## src/rtl/cardinal_nic_pkg.sv

```systemverilog
// Shared constants for the Cardinal NIC: processor register map and packet VC bit position.
package cardinal_nic_pkg;

  localparam logic [1:0] NIC_ADDR_IN_BUF   = 2'b00;
  localparam logic [1:0] NIC_ADDR_IN_STAT  = 2'b01;
  localparam logic [1:0] NIC_ADDR_OUT_BUF  = 2'b10;
  localparam logic [1:0] NIC_ADDR_OUT_STAT = 2'b11;

  // Packets use [0:63] ordering, so the VC bit is the MSB at index 0.
  localparam int VC_BIT = 0;

endpackage

```

## src/rtl/nic_channel_buffer.sv

```systemverilog
// One-entry packet register with a full flag; writes only land while empty.
module nic_channel_buffer #(
  parameter int DATA_WIDTH = 64
) (
  input  logic                  clk,
  input  logic                  reset,
  input  logic                  wr_en,
  input  logic [0:DATA_WIDTH-1] wr_data,
  input  logic                  clr,
  output logic [0:DATA_WIDTH-1] data,
  output logic                  full
);

  // A clear only acts on a full entry, and a write only acts on an empty one,
  // so a write arriving while full (or in the same cycle as a clear) is dropped.
  always_ff @(posedge clk) begin
    if (!reset) begin
      data <= '0;
      full <= 1'b0;
    end else if (full) begin
      if (clr) full <= 1'b0;
    end else if (wr_en) begin
      data <= wr_data;
      full <= 1'b1;
    end
  end

endmodule

```

## src/rtl/cardinal_nic.sv

```systemverilog
// Cardinal NIC: bridges NIC-mapped processor loads/stores to one ring router port.
module cardinal_nic
  import cardinal_nic_pkg::*;
#(
  parameter int DATA_WIDTH = 64,
  parameter int ADDR_WIDTH = 2
) (
  input  logic                  clk,
  input  logic                  reset,
  input  logic [ADDR_WIDTH-1:0] addr,
  input  logic [0:DATA_WIDTH-1] d_in,
  output logic [0:DATA_WIDTH-1] d_out,
  input  logic                  nicEn,
  input  logic                  nicWrEn,
  output logic                  net_si,
  input  logic                  net_ri,
  output logic [0:DATA_WIDTH-1] net_do,
  input  logic                  net_polarity,
  input  logic                  net_so,
  output logic                  net_ro,
  input  logic [0:DATA_WIDTH-1] net_di
);

  logic                  load_en;
  logic                  store_en;
  logic                  in_clr;
  logic                  out_wr;
  logic                  in_full;
  logic                  out_full;
  logic [0:DATA_WIDTH-1] in_buf;
  logic [0:DATA_WIDTH-1] out_buf;

  assign load_en  = nicEn & ~nicWrEn;
  assign store_en = nicEn & nicWrEn;
  assign in_clr   = load_en & (addr == NIC_ADDR_IN_BUF);
  assign out_wr   = store_en & (addr == NIC_ADDR_OUT_BUF);

  nic_channel_buffer #(.DATA_WIDTH(DATA_WIDTH)) u_in_buf (
    .clk     (clk),
    .reset   (reset),
    .wr_en   (net_so),
    .wr_data (net_di),
    .clr     (in_clr),
    .data    (in_buf),
    .full    (in_full)
  );

  nic_channel_buffer #(.DATA_WIDTH(DATA_WIDTH)) u_out_buf (
    .clk     (clk),
    .reset   (reset),
    .wr_en   (out_wr),
    .wr_data (d_in),
    .clr     (net_si),
    .data    (out_buf),
    .full    (out_full)
  );

  // Injection waits until the router's VC polarity matches the packet's VC bit.
  assign net_si = out_full & net_ri & (out_buf[VC_BIT] == net_polarity);
  assign net_do = out_buf;
  assign net_ro = ~in_full;

  always_comb begin
    d_out = '0;
    if (load_en) begin
      case (addr)
        NIC_ADDR_IN_BUF:   d_out = in_buf;
        NIC_ADDR_IN_STAT:  d_out = {{(DATA_WIDTH-1){1'b0}}, in_full};
        NIC_ADDR_OUT_BUF:  d_out = out_buf;
        NIC_ADDR_OUT_STAT: d_out = {{(DATA_WIDTH-1){1'b0}}, out_full};
        default:           d_out = '0;
      endcase
    end
  end

endmodule

```

## config.mk

```make
export PLATFORM = sky130hd
export DESIGN_NAME = cardinal_nic
export DESIGN_NICKNAME = d
export VERILOG_FILES = /design/src/rtl/cardinal_nic_pkg.sv /design/src/rtl/nic_channel_buffer.sv /design/src/rtl/cardinal_nic.sv
export SDC_FILE = /design/constraint.sdc
export NUM_CORES = 1
export LEC_CHECK = 0
export CAP_MARGIN = 20
export CELL_PAD_IN_SITES_DETAIL_PLACEMENT = 0
export CELL_PAD_IN_SITES_GLOBAL_PLACEMENT = 2
export CORE_MARGIN = 2
export CORE_UTILIZATION = 22
export DETAILED_ROUTE_END_ITERATION = 16
export GPL_TIMING_DRIVEN = 0
export PLACE_DENSITY_LB_ADDON = 0.1
export SLEW_MARGIN = 10
export SYNTH_ARGS = -nofsm -noshare
export SYNTH_HDL_FRONTEND = slang
export SYNTH_HIERARCHICAL = 1
export SYNTH_SLANG_ARGS = --single-unit
```

## constraint.sdc

```tcl
create_clock -name clk -period 1.8 [get_ports clk]
set_input_delay 0.54 -clock clk [delete_from_list [all_inputs] [get_ports clk]]
set_output_delay 0.54 -clock clk [all_outputs]
set_load 0.02 [all_outputs]
```

* Yosys cells after proc, flatten, opt, wreduce, memory -nomap -nowiden *
Index checks and enable logic that the tools add are counted.

cells by class
  $add $sub $neg = 0
  multipliers = 0
  div/mod/pow operators = 0
  magnitude comparators = 0
  eq/ne operators = 4
  shift operators = 0
  multiplexer cells = 8
  bitwise logic cells = 9
  reductions and logical operators = 3

operators with widths
  cell                                            number
  one-hot mux 64 bit (4 select lines)             1
  2-to-1 mux 64 bit                               1
  AND 1 bit                                       6
  2-to-1 mux 1 bit                                6
  == test 2 bit (second input constant)           2
  AND reduction 2 bit                             2
  NOT 1 bit                                       3
  == test 2 x 1 -> 1 bit (second input constant)  1
  logical NOT 2 bit                               1
  == test 1 bit                                   1

word-level totals
  register bits = 130
  latch bits = 0
  RAM bits = 0
  ROM bits = 0
  input bits = 137
  output and inout bits = 130
  word-level logic and storage cells = 28
  memories = 0

* Logic depth before layout (Yosys ltp) *
Gate-level depths: netlist (run 1).

  depth in word-level cells = 5
  depth in mapped cells = 5
  mapped depth without buffers = 4

* By module *
The synthesis (run 1) kept the hierarchy.

modules (own cells, without submodules)
  module              times used  cells each  area an instance (um^2)  sequential area each (um^2)
  nic_channel_buffer  2           281         2661.3                   1301.2
  cardinal_nic        1           85          792.0                    0.0

* Worst setup path after synthesis (run 1) *
Ideal clock, no wire load.

  path type = input to output
  start = in addr[0]
  end = out d_out[10] (netlist bit)
  arrival = 1.386 ns
  data required time = 1.260 ns
  setup slack = -0.126 ns
  stages on the path = 4
  path buffers = 2
  path through = nor4bb_1 buf_4 buf_8 a22o_1

on the way
  longest elaborated chain between the ends = 3
  elaborated cells between the ends (all ways) = 6
  classes of those cells = eq/ne: 3; mux: 2; reduce/logical: 1

ends and longest elaborated chain
  element                                      RTL line            text
  start: declaration                           cardinal_nic.sv:10  input logic [ADDR_WIDTH-1:0] addr,
  == test 2 bit, or another cell as far along  cardinal_nic.sv:66  case (addr)
  one-hot mux 64 bit (4 select lines) *        cardinal_nic.sv:66
  2-to-1 mux 64 bit *                          cardinal_nic.sv:65  if (load_en) begin
  end: declaration                             cardinal_nic.sv:12  output logic [0:DATA_WIDTH-1] d_out,

Mark *: on every way between the ends. The rest lies on a longest branch, timed or not.

* Worst setup path after layout (run 1) *
  start = in addr[1]
  end = out d_out[33] (netlist bit)

The elaborated chain is that of the path after synthesis.

==> impl_metrics.csv, run 1 <==
group,metric,value,unit
cells_and_area,final_util,39.70,%
global_routing,antenna_found_initial,0,
global_routing,grt_pass1_wl,34780,µm
sta,fin_skew,9.829,ps
die,dieWidth,170.7,µm
synth,synth.distinct_cells,19,
global_routing,grt_overflow,0,
sta,setup_viol,64,
worst_setup_path,cp_max_fo,6,
power,total_power,7.546,mW
global_routing,grt_max_degree,17,
power,switchingPower,1.984,mW
cts,cts_tree,"built",
die,dieArea,29140,µm²
sta,min_period,2292,ps
sta,hold_violations,0,
global_routing,grtUsageTotal,15.84,%
sta,worstMarginPinSlew,427.7,ps
outcome,failed_checks,"negative setup slack",
cts,cts_htree_levels,4,
worst_setup_path,startpoint_type,"input pin",
synth,synthCells,647,
sta,fmax,436.4,MHz
sta,min_period_over_period,127.3,%
cells_and_area,drive_above_1_share,26.08,%
worst_setup_path,max_stage_delay,320,ps
sta,rsz0062_at_grt,"true",
detailed_routing,dr.pass1.iters,4,
die,die_h,170.7,µm
global_routing,grt_pass1_vias,5964,
worst_setup_path,cp.required,1260,ps
cts,cts.sinks,130,
synth,synth_nets,784,
synth,synth_top_family_by_area,"multiplexers",
power,ir_drop,0.5772,mV
synth,netlist_area,6115,µm²
power,p_sw_share,26.29,%
synth,syn_avg_cell_area,9.451,µm²
cts,cts_hold_buf,0,
cells_and_area,nets,1094,
sta,fin_hold_ws,463.1,ps
worst_setup_path,path_delay_family,"buffers and inverters",
synth,synth_xor_area_share,0.1432,%
power,p_clk_share,44.0,%
detailed_routing,avgRoutedWirePerCell,17.22,µm
cts,root_buffer,"clkbuf_16",
worst_setup_path,cp-end-kind,"primary output",
synth,ys_seq_area_share,42.56,%
worst_setup_path,cpMostUsedCell,"buf_6",
synth,synth.area.top_cells,"dfxtp_1 43%, mux2i_1 21%, nand2_1 16%, a22o_1 9.0%, buf_12 4.6%",
synth,synth-adder-area-share,0,%
detailed_routing,drt_wl_total,23230,µm
job,maxCapViolations,0,
detailed_routing,drtAntennaViolNets,0,
sta,setup_ws,-491.6,ps
synth,ys_ff_latch,130,
die,rows,61,
sta,fin_tns_setup,-27880,ps
sta,slew_violations,0,
die,start_util,22.19,%
cts,clk_latency,410,ps
sta,slew_headroom,71.49,%
placed_design,gp_congestion,0.7396,
worst_setup_path,crit_chain,"buf_8, nor4b_4, buf_6, bufbuf_16, a22o_4, buf_6",
synth,synth_top_area_share,42.56,%
worst_setup_path,crit_buf_inv,4,
power,p_seq_share,41.1,%
detailed_routing,drc_errors,0,
placed_design,port_buffers,265,
power,p_leak,4.882,nW
synth,yosysTopAreaCell,"dfxtp_1",
detailed_routing,dr.first_iter.drc_count,184,
worst_setup_path,path_class,"in -> out",
cts,cts_buffers,17,
synth,synth_compound_area_share,9.351,%
power,powerDensity,689.8,nW/µm²
placed_design,hpwlAfterDp,16950,µm
die,fp.coreArea,27550,µm²
worst_setup_path,cp.arrival,1750,ps
synth,muxShareOfSynthArea,21.38,%
outcome,status,"finished with violations",
cts,clk_pin_slew,60,ps
synth,yosys_warnings,6,
power,p_int,5.561,mW
worst_setup_path,slowest_stage,"nor4b_4",
cells_and_area,fillers,2746,
min_path,hp-class,"reg -> reg",
cells_and_area,syn_to_final_growth,78.88,%
cells_and_area,design_area,10940,µm²
cts,cts.path.max_buffers,2,
power,comb_power_share,14.9,%
die,io_pins,267,
placed_design,postPlaceCellArea,9786,µm²
detailed_routing,vias,5642,
synth,yosys.area_share.simple,17.13,%
detailed_routing,vias_per_cell,4.182,
==> tightest hold or removal path, delay by kind of cell, from the launching register on <==
kind | cells | cell delay, ps
flops | 1 | 310
simple gates | 1 | 50
mux | 1 | 50
==> cell usage in the layout, fill, tap and decap left out, drive strengths merged <==
cell type and n:
nand2 258, buf 146, dfxtp 130, clkdlybuf4s50 129, mux2i 128, dlygate4sd2 64, a22o 63, clkbuf 22
inv 5, clkinv 5, clkinvlp 4, nor2b 2, o211a 2, clkdlybuf4s15 2, diode 1, nor4b 1
nor4bb 1, mux4 1, and3b 1, and4b 1, xnor2 1, and3 1, bufinv 1, bufbuf 1
dlymetal6s2s 1
==> power groups by stage <==
stage	sequential (mW)	clock, mW	combinational (mW)
after floorplan	3.18	0	0.507
after global routing	3.11	3.54	1.21
after CTS	3.10	3.43	1.14
after detailed placement	3.17	0	1.06
final	3.10	3.32	1.13
after global placement	3.17	0	1.06
==> worst paths after layout <==
| path | startpoint | end | slack (ps) | cells past startpoint |
|---|---|---|---|---|
| min reg2reg | u_in_buf/data[61] | u_in_buf/data[61] | 460 | 2 |
| max | addr[1] | d_out[33] | -490 | 6 |
| max reg2reg | u_in_buf/full | u_in_buf/data[62] | 430 | 6 |
| min | u_in_buf/data[61] | u_in_buf/data[61] | 460 | 2 |
==> what timing repair did <==
action,in CTS,in global routing
gates cloned,8,2
pin swaps,16,8
gates resized for setup,535,8
setup buffers,22,2
endpoints found under the setup margin,130,66
==> through the flow <==
step	setup WS, ps	cells
CTS	-523.7	1347
global placement	-1439	1290
global route	-530.8	1348
floorplan	-78.73	647
detailed placement	-1412	1290
finish	-491.6	1349
==> sequential cells by signal, summed over array words and instances, names as in the netlist <==
| name | flops |
|---|---|
| u_in_buf/data | 64 |
| u_out_buf/data | 64 |
| u_in_buf/full | 1 |
| u_out_buf/full | 1 |
==> synth_stat cells <==
cell type and number:
nand2_1 258, dfxtp_1 130, mux2i_1 128, a22o_1 63
buf_2 24, buf_12 14, buf_4 10, buf_8 6
clkbuf_1 2, nor2b_4 2, o211a_1 2, and3_1 1
and3b_1 1, and4b_2 1, inv_1 1, mux4_1 1
nor4b_2 1, nor4bb_1 1, xnor2_1 1
==> final cells by class <==
cell class | count | area, µm² | share of cell area (%)
clock buffers | 18 | 429.2 | 3.924
well taps | 378 | 473.0 | 4.324
flip-flops and latches | 130 | 2614 | 23.90
multi-input cells | 460 | 3495 | 31.95
clock inverters | 14 | 131.4 | 1.201
repair buffers | 296 | 3226 | 29.49
inverters | 1 | 3.754 | 0.03432
plain buffers | 51 | 564.3 | 5.159
diodes | 1 | 2.502 | 0.02288
==> logic make-up (layout without fill, tap and decap cells) <==
logic type | count (synthesis) | count (layout)
simple gates | 265 | 265
flops | 130 | 130
xor+xnor | 1 | 1
other cells | 0 | 1
compound gates | 65 | 65
mux | 129 | 129
buf+inv | 57 | 380
==> layer usage <==
layer	GRT usage [%]	vias up	share of wire, %
li1	-	2827	-
met1	19.70	2645	44
met2	26.40	153	48
met3	4.811	17	6.5
met4	4.571	0	1.3
met5	0	-	0
Note: power is estimated with default switching activity, not from simulation.
==> run 2, diff against run 1 <==
--- a/config.mk
+++ b/config.mk
@@ -5,6 +5,7 @@
 export SDC_FILE = /design/constraint.sdc
 export NUM_CORES = 1
 export LEC_CHECK = 0
+export ABC_CLOCK_PERIOD_IN_PS = 1800
 export CAP_MARGIN = 20
 export CELL_PAD_IN_SITES_DETAIL_PLACEMENT = 0
 export CELL_PAD_IN_SITES_GLOBAL_PLACEMENT = 2
==> results of run 2 <==
Final layout, timing and power as in run 1 (identical DEF).
